## config.mk

```make
export PLATFORM = sky130hd
export DESIGN_NAME = alu_mdu_flat
export DESIGN_NICKNAME = d
export VERILOG_FILES = /design/src/rtl/alu_mdu_pkg.sv /design/src/rtl/alu_mdu_if.sv /design/src/rtl/mdu_divider.sv /design/src/rtl/alu_mdu.sv /design/src/flat_wrapper.sv
export SDC_FILE = /design/constraint.sdc
export NUM_CORES = 2
export LEC_CHECK = 0
export CAP_MARGIN = 0
export CORE_MARGIN = 3
export CORE_UTILIZATION = 45
export DETAILED_ROUTE_END_ITERATION = 6
export GPL_TIMING_DRIVEN = 0
export SLEW_MARGIN = 20
export SYNTH_ARGS = -nofsm -noshare
export SYNTH_HDL_FRONTEND = slang
export SYNTH_HIERARCHICAL = 1
export SYNTH_SLANG_ARGS = --single-unit
```

## constraint.sdc

```tcl
create_clock -name clk -period 16.5 [get_ports clk]
set_input_delay 4.95 -clock clk [delete_from_list [all_inputs] [get_ports clk]]
set_output_delay 4.95 -clock clk [all_outputs]
set_load 0.01 [all_outputs]
```

## src/rtl/alu_mdu_pkg.sv

```systemverilog
// Shared types and helpers for the alu_mdu execute unit.
// Contents: default operand width, op-code enum, FSM state enum,
// is_div()/is_mul() op-class helpers.
package alu_mdu_pkg;

  localparam int unsigned XLEN_DEFAULT = 32;
  localparam int unsigned OP_W         = 5;

  typedef enum logic [OP_W-1:0] {
    ALU_ADD    = 5'd0,
    ALU_SUB    = 5'd1,
    ALU_AND    = 5'd2,
    ALU_OR     = 5'd3,
    ALU_XOR    = 5'd4,
    ALU_SLL    = 5'd5,
    ALU_SRL    = 5'd6,
    ALU_SRA    = 5'd7,
    ALU_SLT    = 5'd8,
    ALU_SLTU   = 5'd9,
    MDU_MUL    = 5'd10,
    MDU_MULH   = 5'd11,
    MDU_MULHSU = 5'd12,
    MDU_MULHU  = 5'd13,
    MDU_DIV    = 5'd14,
    MDU_DIVU   = 5'd15,
    MDU_REM    = 5'd16,
    MDU_REMU   = 5'd17
  } op_e;

  typedef enum logic [1:0] {
    IDLE = 2'd0,
    CALC = 2'd1,
    DONE = 2'd2
  } state_e;

  // Divide/remainder family
  function automatic logic is_div(input logic [OP_W-1:0] op);
    return (op == MDU_DIV) || (op == MDU_DIVU) || (op == MDU_REM) || (op == MDU_REMU);
  endfunction

  // Multiply family
  function automatic logic is_mul(input logic [OP_W-1:0] op);
    return (op == MDU_MUL) || (op == MDU_MULH) || (op == MDU_MULHSU) || (op == MDU_MULHU);
  endfunction

endpackage

```

## src/rtl/alu_mdu_if.sv

```systemverilog
// Handshake bus of the alu_mdu execute unit.
// Request side : in_valid, in_ready, op, a, b
// Response side: out_valid, out_ready, result, busy
// master = operand source / result consumer, slave = alu_mdu.
interface alu_mdu_if
  import alu_mdu_pkg::*;
#(
  parameter int unsigned XLEN = XLEN_DEFAULT
);

  logic            in_valid;
  logic            in_ready;
  logic [OP_W-1:0] op;
  logic [XLEN-1:0] a;
  logic [XLEN-1:0] b;
  logic            out_valid;
  logic            out_ready;
  logic [XLEN-1:0] result;
  logic            busy;

  modport master (
    output in_valid, op, a, b, out_ready,
    input  in_ready, out_valid, result, busy
  );

  modport slave (
    input  in_valid, op, a, b, out_ready,
    output in_ready, out_valid, result, busy
  );

endinterface

```

## src/rtl/mdu_divider.sv

```systemverilog
// Iterative restoring divider, one quotient bit per cycle.
// The first iteration runs on the start edge and the sign fix-up is folded
// into the last iteration, so done pulses XLEN cycles after start.
// Ports:
//   clk, rst                 clock, synchronous active-high reset
//   start                    load operands (pulse)
//   dividend, divisor        operands, read only while start is high
//   is_signed                treat operands as two's complement
//   done                     one-cycle pulse, quotient/remainder valid
//   quotient, remainder      results (sign-corrected when is_signed)
module mdu_divider
  import alu_mdu_pkg::*;
#(
  parameter int unsigned XLEN = XLEN_DEFAULT
) (
  input  logic            clk,
  input  logic            rst,
  input  logic            start,
  input  logic [XLEN-1:0] dividend,
  input  logic [XLEN-1:0] divisor,
  input  logic            is_signed,
  output logic            done,
  output logic [XLEN-1:0] quotient,
  output logic [XLEN-1:0] remainder
);

  localparam int unsigned SHW = $clog2(XLEN);

  logic [XLEN-1:0] rem_q, rem_d, quo_q, quo_d, dvs_q, dvs_d;
  logic            neg_quo_q, neg_quo_d, neg_rem_q, neg_rem_d;
  logic            active_q, active_d, done_q, done_d;
  logic [SHW-1:0]  cnt_q, cnt_d;

  logic [XLEN-1:0] s_rem, s_quo, s_dvs, n_rem, n_quo;
  logic [XLEN:0]   rem_sh, diff;

  // One restoring step; on start it works on the fresh operand magnitudes
  always_comb begin
    s_rem = rem_q;
    s_quo = quo_q;
    s_dvs = dvs_q;
    if (start) begin
      s_rem = '0;
      s_quo = (is_signed && dividend[XLEN-1]) ? -dividend : dividend;
      s_dvs = (is_signed && divisor[XLEN-1])  ? -divisor  : divisor;
    end
    rem_sh = {s_rem, s_quo[XLEN-1]};
    diff   = rem_sh - {1'b0, s_dvs};
    if (diff[XLEN]) begin
      n_rem = rem_sh[XLEN-1:0];
      n_quo = {s_quo[XLEN-2:0], 1'b0};
    end else begin
      n_rem = diff[XLEN-1:0];
      n_quo = {s_quo[XLEN-2:0], 1'b1};
    end
  end

  // Next-state: iteration count, sign fix-up on the final step
  always_comb begin
    rem_d     = rem_q;
    quo_d     = quo_q;
    dvs_d     = dvs_q;
    neg_quo_d = neg_quo_q;
    neg_rem_d = neg_rem_q;
    active_d  = active_q;
    cnt_d     = cnt_q;
    done_d    = 1'b0;
    if (start) begin
      rem_d     = n_rem;
      quo_d     = n_quo;
      dvs_d     = s_dvs;
      neg_quo_d = is_signed && (dividend[XLEN-1] ^ divisor[XLEN-1]);
      neg_rem_d = is_signed && dividend[XLEN-1];
      cnt_d     = SHW'(1);
      active_d  = 1'b1;
    end else if (active_q) begin
      cnt_d = cnt_q + SHW'(1);
      if (cnt_q == SHW'(XLEN - 1)) begin
        rem_d    = neg_rem_q ? -n_rem : n_rem;
        quo_d    = neg_quo_q ? -n_quo : n_quo;
        done_d   = 1'b1;
        active_d = 1'b0;
      end else begin
        rem_d = n_rem;
        quo_d = n_quo;
      end
    end
  end

  always_ff @(posedge clk) begin
    if (rst) begin
      rem_q     <= '0;
      quo_q     <= '0;
      dvs_q     <= '0;
      neg_quo_q <= 1'b0;
      neg_rem_q <= 1'b0;
      active_q  <= 1'b0;
      cnt_q     <= '0;
      done_q    <= 1'b0;
    end else begin
      rem_q     <= rem_d;
      quo_q     <= quo_d;
      dvs_q     <= dvs_d;
      neg_quo_q <= neg_quo_d;
      neg_rem_q <= neg_rem_d;
      active_q  <= active_d;
      cnt_q     <= cnt_d;
      done_q    <= done_d;
    end
  end

  assign done      = done_q;
  assign quotient  = quo_q;
  assign remainder = rem_q;

endmodule

```

## src/rtl/alu_mdu.sv

```systemverilog
// Multi-cycle RV32I ALU + RV32M multiply/divide execute unit, one op in flight.
// Ports:
//   clk, rst   clock, synchronous active-high reset
//   bus        alu_mdu_if.slave: in_valid/in_ready/op/a/b request,
//              out_valid/out_ready/result response, busy (CALC or DONE)
// Build option: ALU_MDU_FAST_MUL_EN selects a single-cycle multiplier;
// without it the MUL family runs an XLEN-cycle shift-add in CALC.
module alu_mdu
  import alu_mdu_pkg::*;
#(
  parameter int unsigned XLEN = XLEN_DEFAULT
) (
  input logic       clk,
  input logic       rst,
  alu_mdu_if.slave  bus
);

  localparam int unsigned SHW = $clog2(XLEN);
  localparam logic [XLEN-1:0] MIN_VAL = {1'b1, {(XLEN-1){1'b0}}};

  state_e          state_q, state_d;
  logic [XLEN-1:0] result_q, result_d;
  logic            out_valid_q, out_valid_d;
  logic            in_ready_q, in_ready_d;
  logic            busy_q, busy_d;
  logic [OP_W-1:0] op_q, op_d;

  logic [XLEN-1:0] alu_res;
  logic [SHW-1:0]  shamt;
  logic            div_start, div_signed, div_done;
  logic [XLEN-1:0] div_quo, div_rem;
  logic            mul_sa, mul_sb;

  assign shamt      = bus.b[SHW-1:0];
  assign div_signed = (bus.op == MDU_DIV) || (bus.op == MDU_REM);
  assign mul_sa     = (bus.op == MDU_MULH) || (bus.op == MDU_MULHSU);
  assign mul_sb     = (bus.op == MDU_MULH);

  // Single-cycle ALU ops; illegal codes give 0
  always_comb begin
    alu_res = '0;
    case (bus.op)
      ALU_ADD:  alu_res = bus.a + bus.b;
      ALU_SUB:  alu_res = bus.a - bus.b;
      ALU_AND:  alu_res = bus.a & bus.b;
      ALU_OR:   alu_res = bus.a | bus.b;
      ALU_XOR:  alu_res = bus.a ^ bus.b;
      ALU_SLL:  alu_res = bus.a << shamt;
      ALU_SRL:  alu_res = bus.a >> shamt;
      ALU_SRA:  alu_res = XLEN'($signed(bus.a) >>> shamt);
      ALU_SLT:  alu_res = XLEN'($signed(bus.a) < $signed(bus.b));
      ALU_SLTU: alu_res = XLEN'(bus.a < bus.b);
      default:  alu_res = '0;
    endcase
  end

`ifdef ALU_MDU_FAST_MUL_EN
  logic [2*XLEN-1:0] mul_a_ext, mul_b_ext, mul_prod;

  // Sign/zero extension to 2*XLEN makes one truncated product serve all four ops
  always_comb begin
    mul_a_ext = {{XLEN{mul_sa & bus.a[XLEN-1]}}, bus.a};
    mul_b_ext = {{XLEN{mul_sb & bus.b[XLEN-1]}}, bus.b};
    mul_prod  = mul_a_ext * mul_b_ext;
  end
`else
  logic [2*XLEN-1:0] mcand_q, mcand_d, prod_q, prod_d, prod_step, prod_fix;
  logic [XLEN-1:0]   mplier_q, mplier_d, mag_a, mag_b;
  logic              mneg_q, mneg_d;
  logic [SHW-1:0]    cnt_q, cnt_d;

  assign mag_a = (mul_sa && bus.a[XLEN-1]) ? -bus.a : bus.a;
  assign mag_b = (mul_sb && bus.b[XLEN-1]) ? -bus.b : bus.b;
`endif

  mdu_divider #(
    .XLEN(XLEN)
  ) u_div (
    .clk       (clk),
    .rst       (rst),
    .start     (div_start),
    .dividend  (bus.a),
    .divisor   (bus.b),
    .is_signed (div_signed),
    .done      (div_done),
    .quotient  (div_quo),
    .remainder (div_rem)
  );

  // Next-state and registered-output values
  always_comb begin
    state_d   = state_q;
    result_d  = result_q;
    op_d      = op_q;
    div_start = 1'b0;
`ifndef ALU_MDU_FAST_MUL_EN
    mcand_d   = mcand_q;
    mplier_d  = mplier_q;
    prod_d    = prod_q;
    mneg_d    = mneg_q;
    cnt_d     = cnt_q;
    prod_step = prod_q + (mplier_q[0] ? mcand_q : '0);
    prod_fix  = mneg_q ? -prod_step : prod_step;
`endif

    case (state_q)
      IDLE: begin
        if (bus.in_valid) begin
          op_d = bus.op;
          if (is_div(bus.op)) begin
            // Zero divisor and signed overflow need no iteration
            if (bus.b == '0) begin
              result_d = ((bus.op == MDU_DIV) || (bus.op == MDU_DIVU)) ? '1 : bus.a;
              state_d  = DONE;
            end else if (div_signed && (bus.a == MIN_VAL) && (bus.b == '1)) begin
              result_d = (bus.op == MDU_DIV) ? MIN_VAL : '0;
              state_d  = DONE;
            end else begin
              div_start = 1'b1;
              state_d   = CALC;
            end
          end else if (is_mul(bus.op)) begin
`ifdef ALU_MDU_FAST_MUL_EN
            result_d = (bus.op == MDU_MUL) ? mul_prod[XLEN-1:0] : mul_prod[2*XLEN-1:XLEN];
            state_d  = DONE;
`else
            mcand_d  = {{XLEN{1'b0}}, mag_a};
            mplier_d = mag_b;
            prod_d   = '0;
            mneg_d   = (mul_sa & bus.a[XLEN-1]) ^ (mul_sb & bus.b[XLEN-1]);
            cnt_d    = '0;
            state_d  = CALC;
`endif
          end else begin
            result_d = alu_res;
            state_d  = DONE;
          end
        end
      end

      CALC: begin
        if (is_div(op_q)) begin
          if (div_done) begin
            result_d = ((op_q == MDU_DIV) || (op_q == MDU_DIVU)) ? div_quo : div_rem;
            state_d  = DONE;
          end
        end else begin
`ifndef ALU_MDU_FAST_MUL_EN
          // Shift-add on magnitudes; negate the full product on the last step
          prod_d   = prod_step;
          mcand_d  = mcand_q << 1;
          mplier_d = mplier_q >> 1;
          cnt_d    = cnt_q + SHW'(1);
          if (cnt_q == SHW'(XLEN - 1)) begin
            result_d = (op_q == MDU_MUL) ? prod_fix[XLEN-1:0] : prod_fix[2*XLEN-1:XLEN];
            state_d  = DONE;
          end
`endif
        end
      end

      DONE: begin
        if (bus.out_ready) state_d = IDLE;
      end

      default: state_d = IDLE;
    endcase

    out_valid_d = (state_d == DONE);
    in_ready_d  = (state_d == IDLE);
    busy_d      = (state_d != IDLE);
  end

  always_ff @(posedge clk) begin
    if (rst) begin
      state_q     <= IDLE;
      result_q    <= '0;
      out_valid_q <= 1'b0;
      in_ready_q  <= 1'b1;
      busy_q      <= 1'b0;
      op_q        <= '0;
`ifndef ALU_MDU_FAST_MUL_EN
      mcand_q     <= '0;
      mplier_q    <= '0;
      prod_q      <= '0;
      mneg_q      <= 1'b0;
      cnt_q       <= '0;
`endif
    end else begin
      state_q     <= state_d;
      result_q    <= result_d;
      out_valid_q <= out_valid_d;
      in_ready_q  <= in_ready_d;
      busy_q      <= busy_d;
      op_q        <= op_d;
`ifndef ALU_MDU_FAST_MUL_EN
      mcand_q     <= mcand_d;
      mplier_q    <= mplier_d;
      prod_q      <= prod_d;
      mneg_q      <= mneg_d;
      cnt_q       <= cnt_d;
`endif
    end
  end

  assign bus.result    = result_q;
  assign bus.out_valid = out_valid_q;
  assign bus.in_ready  = in_ready_q;
  assign bus.busy      = busy_q;

endmodule
```

## src/flat_wrapper.sv

```systemverilog
// flat-port wrapper written by rule: the top's interface ports become plain ports
module alu_mdu_flat import alu_mdu_pkg::*;
#(
  parameter int unsigned XLEN = XLEN_DEFAULT
)
  (clk, rst, bus_in_valid, bus_op, bus_a, bus_b, bus_out_ready, bus_in_ready, bus_out_valid, bus_result, bus_busy);
  alu_mdu_if #(.XLEN(XLEN)) bus_i ();
  input logic clk;
  input logic rst;
  input wire logic [$bits(bus_i.in_valid)-1:0] bus_in_valid;
  input wire logic [$bits(bus_i.op)-1:0] bus_op;
  input wire logic [$bits(bus_i.a)-1:0] bus_a;
  input wire logic [$bits(bus_i.b)-1:0] bus_b;
  input wire logic [$bits(bus_i.out_ready)-1:0] bus_out_ready;
  output wire logic [$bits(bus_i.in_ready)-1:0] bus_in_ready;
  output wire logic [$bits(bus_i.out_valid)-1:0] bus_out_valid;
  output wire logic [$bits(bus_i.result)-1:0] bus_result;
  output wire logic [$bits(bus_i.busy)-1:0] bus_busy;
  assign bus_i.in_valid = bus_in_valid;
  assign bus_i.op = bus_op;
  assign bus_i.a = bus_a;
  assign bus_i.b = bus_b;
  assign bus_i.out_ready = bus_out_ready;
  assign bus_in_ready = bus_i.in_ready;
  assign bus_out_valid = bus_i.out_valid;
  assign bus_result = bus_i.result;
  assign bus_busy = bus_i.busy;
  alu_mdu #(.XLEN(XLEN)) u_core (.clk(clk), .rst(rst), .bus(bus_i));
endmodule
```

# Word-level counts from Yosys, hierarchy flattened
# Cells that the tools add are included.
totals:
  reg_bits: 313
  inputBits: 73
  out_inout_bits: 35
  elab_cells: 187
op_classes:
  addsub: 11
  n_lt_le_gt_ge: 2
  n_eq_ne: 37
  shift: 3
  muxes: 74
  n_bitwise: 9
  reduce_logical: 31
ops:
  columns: ["operator", "n"]
  rows:
  - ["$mux 32", 32]
  - ["$mux 64", 10]
  - ["$pmux 32 s10", 1]
  - ["$pmux 64 s2", 2]
  - ["$neg 32->32", 4]
  - ["$pmux 32 s2", 2]
  - ["$add 64x64->64", 1]
  - ["$eq 32x32->1 const B", 2]
  - ["$lt 32x32->1", 2]
  - ["$neg 64->64", 1]
  - ["$eq 5x4->1 const B", 11]
  - ["$sub 33x32->33", 1]
  - ["$add 32x32->32", 1]
  - ["$and 32x32->32", 1]
  - ["$logic_not 32->1", 1]
  - ["$or 32x32->32", 1]
  - ["$shl 32x5->32", 1]
  - ["$shr 32x5->32", 1]
  - ["$sshr 32x5->32", 1]
  - ["$sub 32x32->32", 1]
  - ["$xor 32x32->32", 1]
  - ["$eq 5x5->1 const B", 6]
  - ["$eq 5x3->1 const B", 4]
  - ["$mux 5", 4]
  - ["other kinds (29)", 75]

# Depth between registers and ports, before layout
depth:
  ltp_word: 17
  mapped_depth: 41
  mapped_depth_nobuf: 30

# Hierarchy
# Netlist, hierarchy kept.
modules_own_cells:
  columns: ["module", "instances", "cells_per_inst", "area_each_um2", "seq_area_each_um2"]
  rows:
  - ["alu_mdu", 1, 3581, 25049.0, 4164.0]
  - ["mdu_divider", 1, 1316, 9569.2, 2102.0]

# Worst setup path before layout
# Ideal clock, no wire load.
synth_timing:
  kind: "in2reg"
  start: "input bus_b[1]"
  end: "register u_core.u_div.rem_q[26] (netlist: u_core/u_div/remainder[26])"
  setup_time_ps: 106
  arrival_time_ps: 13203
  required_time_ps: 16394
  path_slack_ps: 3191
  stages: 40
  n_path_buf: 16
  path_cell_list: "clkbuf_1 -> buf_1 -> inv_1 -> clkbuf_1 -> ha_1 -> nand2_1 -> nor3_1 -> nand4_1 -> and3b_1 -> and2_1 -> clkbuf_1 -> buf_2 -> buf_2 -> buf_1 -> clkbuf_1 -> buf_2 -> buf_1 -> clkbuf_1 -> (+4 left out) -> buf_2 -> and4_1 -> and3_4 -> a221o_1 -> or3_1 -> o211a_1 -> inv_2 -> buf_2 -> buf_2 -> buf_2 -> mux2i_1 -> ha_1 -> nand3_1 -> o31a_1 -> nor3_1 -> a31oi_1 -> or3_1 -> o311ai_0"
synth_between:
  elab_chain_len: 15
  word_cells_on_any_way: 21
  cone_classes: "add/sub (3); eq/ne (1); mux (14); reduce/logical (3)"
synth_rtl:
  columns: ["item", "line", "rtl"]
  rows:
  - ["from (decl)", "flat_wrapper.sv:13", "input wire logic [$bits(bus_i.b)-1:0] bus_b;"]
  - ["$eq 32x32->1", "alu_mdu.sv:115", "end else if (div_signed && (bus.a == MIN_VAL) && (bus.b == '1)) begin"]
  - ["$logic_and 1x1->1", "alu_mdu.sv:115", null]
  - ["$mux 1", "alu_mdu.sv:115", null]
  - ["$mux 1 *", "alu_mdu.sv:112", "if (bus.b == '0) begin"]
  - ["$mux 1 *", "alu_mdu.sv:110", "if (is_div(bus.op)) begin"]
  - ["$mux 1 *", "alu_mdu.sv:108", "if (bus.in_valid) begin"]
  - ["$mux 1 *", "alu_mdu.sv:106", "case (state_q)"]
  - ["via u_core.div_start", "alu_mdu.sv:30", "logic div_start, div_signed, div_done;"]
  - ["$mux 32", "mdu_divider.sv:42", "if (start) begin"]
  - ["$sub 33x32->33", "mdu_divider.sv:48", "diff = rem_sh - {1'b0, s_dvs};"]
  - ["$mux 32", "mdu_divider.sv:49", "if (diff[XLEN]) begin"]
  - ["$neg 32->32", "mdu_divider.sv:79", "rem_d = neg_rem_q ? -n_rem : n_rem;"]
  - ["$mux 32", "mdu_divider.sv:79", null]
  - ["$mux 32", "mdu_divider.sv:78", "if (cnt_q == SHW'(XLEN - 1)) begin"]
  - ["$mux 32", "mdu_divider.sv:76", "end else if (active_q) begin"]
  - ["$mux 32", "mdu_divider.sv:68", "if (start) begin"]
  - ["to (signal assigned)", "mdu_divider.sv:101", "rem_q <= rem_d;"]
  - ["to (decl)", "mdu_divider.sv:29", "logic [XLEN-1:0] rem_q, rem_d, quo_q, quo_d, dvs_q, dvs_d;"]
# Mark *: on every way through the listed nets, which the timed path passes. The rest lies on a longest branch. The select of a mux whose other input is x is not followed.
# A chain may end at the register's enable or synchronous reset.

# Worst setup path after layout
layout_timing:
  start: "input bus_b[0]"
  end: "register u_core.u_div.rem_q[30] (netlist: u_core/u_div/remainder[30])"
# Same word-level chain as after synthesis.

==> impl_metrics.tcl <==
set metrics [dict create \
    status "finished, violations left" \
    violations "design-rule violations" \
    drive_above_1_share 0.0490 \
    dieArea_mm2 0.0803 \
    syn-num-nets 5178 \
    cp_slowest_cell "clkbuf_1" \
    avgViaCountPerCell 6.93 \
    place_hpwl_um 152000 \
    avgSynthCellArea_um2 7.07 \
    synth_area_mm2 0.0346 \
    portBuffers 105 \
    ys_async_sr_fraction 0 \
    synth_ff_type "dfxtp_1" \
    initial_core_util 0.455 \
    crit_fanout 19 \
    syn-instance-count 4897 \
    ys_ff_latch 313 \
    fin_area_mm2 0.0383 \
    num_vias 42324 \
    hold_start "u_core/mplier_q[23]$_SDFFE_PP0P_" \
    p_comb_frac 0.508 \
    finalHoldViolCount 0 \
    fin_nets 5320 \
    arrival_ns 16.66 \
    timing.setup.tns_ns 0 \
    rows 101 \
    crit_start "bus_b[0]" \
    cts_made_buffers 36 \
    clockPowerShare 0.249 \
    fin_crit_sh 0.984 \
    clock_latency_ns 0.59 \
    nFillCells 7850 \
    wl_per_cell_um 31.3 \
    slowest_delay_ns 0.50 \
    switching_share 0.460 \
    yosysTopAreaCell "dfxtp_1" \
    power.total_mw 3.53 \
    drv_cap 0 \
    p_int_mw 1.91 \
    grt_pass1_vias 37739 \
    r2r-start "u_core/state_q[1]$_SDFF_PP0_" \
    coreArea_mm2 0.0761 \
    power_frac_seq 0.242 \
    p_sw_mw 1.62 \
    die_x_um 283 \
    synth_top_cell_area_share 0.181 \
    peakVddDrop_v 0.0000882 \
    cp.required_ns 16.93 \
    place_congestion 1.10 \
    rsz0062_at_grt "false" \
    areaGrowthSynthToFinish_pct 10.6 \
    path_common_cell "buf_2" \
    htreeDepth 2 \
    worst_pin_slew_ns 1.36 \
    grt_overflow_total 0 \
    fmax_ghz 0.0616 \
    p_leak_nw 14.5 \
    slew_headroom 0.0929 \
    pwr_density_cell_mw_per_mm2 92.3 \
    ys_types 124 \
    clkTransAtPathRegs_ns 0.06 \
    synthTopCellsByArea "dfxtp_1 (18%), nor2_1 (7.4%), ha_1 (7.4%), a21oi_1 (6.2%), o21ai_0 (5.3%)" \
    clockRootBuffer "clkbuf_16" \
    cts.sinks 313 \
    pin_count 108 \
    fin_util 0.503 \
    synth_edf_count 0 \
    finalSetupViolCount 0 \
    grt_pass1_wl_um 269000 \
    regArea_mm2 0.00627 \
    critical_path_class "input pin to register" \
    hp-class "register to register" \
    drt_wl_total_um 191000 \
    ctsHoldBuffers 0 \
    drtIter0Drc 7300 \
    skew_ns 0.0402 \
    placed_cell_area_mm2 0.0370 \
    yosys_warnings 6 \
    drv_slew 0 \
    route.detailed.drc 12 \
    post_cts_buffers 0 \
    clk_path_buf_depth 3 \
    worstSetupStartpointType "input pin" \
    grt_max_degree 20 \
    antenna_found_initial 11 \
    ant_nets 0 \
    grt_use_total 0.448 \
    ys_seq_area_frac 0.181 \
    min_period_ns 16.23 \
    multi_input_area_mm2 0.0264 \
    endpoint_kind "register" \
    chipHeight_um 283 \
    cts_tree "done" \
    drt_first_pass_iters 7 \
]
==> cell type report <==
class / count / area share
Clock inverter: 18 / 0.00729
Clock buffer: 46 / 0.0256
Sequential cell: 313 / 0.164
Timing Repair Buffer: 107 / 0.0272
Buffer: 353 / 0.0366
Antenna cell: 10 / 0.000654
Inverter: 150 / 0.0148
Multi-Input combinational cell: 4078 / 0.690
Tap cell: 1030 / 0.0337
==> power groups by stage <==
stage / Clock [mW] / Sequential [mW] / Combinational, mW
6_report: 0.880 / 0.856 / 1.79
5_1_grt: 0.914 / 0.857 / 1.88
4_1_cts: 0.883 / 0.851 / 1.71
3_5_place_dp: 0 / 0.868 / 1.70
3_3_place_gp: 0 / 0.867 / 1.70
2_1_floorplan: 0 / 0.845 / 1.14
==> metal layers <==
metal  global-route usage  wire length, um  part of all wire
met5                    0               46           0.00024
met4                0.244            12600             0.066
met3                0.134            25200              0.13
met2                0.628            75000              0.39
met1                0.611            78200              0.41
==> cell families after synthesis <==
group | share of synthesized area
simple gates | 0.250
flops | 0.181
mux | 0.0430
fa+ha+maj | 0.0760
xor+xnor | 0.0713
buf+inv | 0.0569
compound gates | 0.322
==> per-stage QoR <==
step / instances / setup WS [ns] / hold WS (ns)
after floorplan: 4897 / 3.19 / 0.432
after global placement: 6032 / -1.88 / 0.457
after global routing: 6095 / 0.0380 / 0.492
final: 6105 / 0.268 / 0.474
after detailed placement: 6034 / -1.94 / 0.459
after CTS: 6096 / 0.139 / 0.475
==> path summary, 6_finish.rpt <==
path	endpoint	slack, ns	cells past startpoint
setup reg to reg	u_core/u_div/remainder[30]$_SDFFE_PP0P_	6.69	30
hold reg to reg	u_core/mplier_q[22]$_SDFFE_PP0P_	0.47	2
setup / recovery	u_core/u_div/remainder[30]$_SDFFE_PP0P_	0.27	38
hold / removal	u_core/mplier_q[22]$_SDFFE_PP0P_	0.47	2
==> cell usage in the layout (no fill, tap or decap), drive strengths merged, types with 115 or more instances in the layout <==
| master | n |
|---|---|
| nor3 | 130 |
| clkbuf | 329 |
| a22oi | 121 |
| inv | 150 |
| nor2 | 683 |
| nand2 | 356 |
| mux2i | 115 |
| a21oi | 432 |
| ha | 204 |
| o21ai | 385 |
| xnor2 | 198 |
| dfxtp | 313 |
==> state kept, by name, summed over array words and instances, names as in the netlist, 2 cells and up <==
register                flops
u_core/state_q              2
u_core/op_q                 5
u_core/bus.result          32
u_core/mcand_q             64
u_core/prod_q              64
u_core/u_div/cnt_q          5
u_core/u_div/quotient      32
u_core/cnt_q                5
u_core/mplier_q            32
u_core/u_div/remainder     32
u_core/u_div/dvs_q         32
==> synth_stat cells (26+ instances only) <==
library cell / number
a211oi_1: 81
a21o_1: 50
a21oi_1: 428
a221oi_1: 30
a222oi_1: 56
a22oi_1: 120
a31oi_1: 58
and2_1: 89
and3_1: 28
buf_1: 34
buf_2: 36
clkbuf_1: 281
dfxtp_1: 313
ha_1: 204
inv_1: 147
mux2i_1: 115
nand2_1: 355
nand2b_1: 40
nand3_1: 92
nand4_1: 68
nor2_1: 683
nor2b_1: 52
nor3_1: 127
nor4_1: 42
o2111ai_1: 26
o211ai_1: 56
o21a_1: 33
o21ai_0: 369
o21bai_1: 26
o22ai_1: 39
o31ai_1: 50
or3_1: 60
xnor2_1: 198
xor2_1: 84
==> timing repair <==
action,in CTS,in global routing
pin swaps,0,0
setup endpoints to repair,38,18
resized for setup,5,8
==> critical path: cells and delay by family <==
family                     cells  cell delay (ns)
AOI/OAI and AO/OA              6             1.79
xor gates and xnor gates       1             0.21
adders and majority gates      3             1.09
buffers and inverters         17             5.97
muxes                          1             0.26
and+or+nand+nor               10             2.28
(Power assumes the default switching activity.)
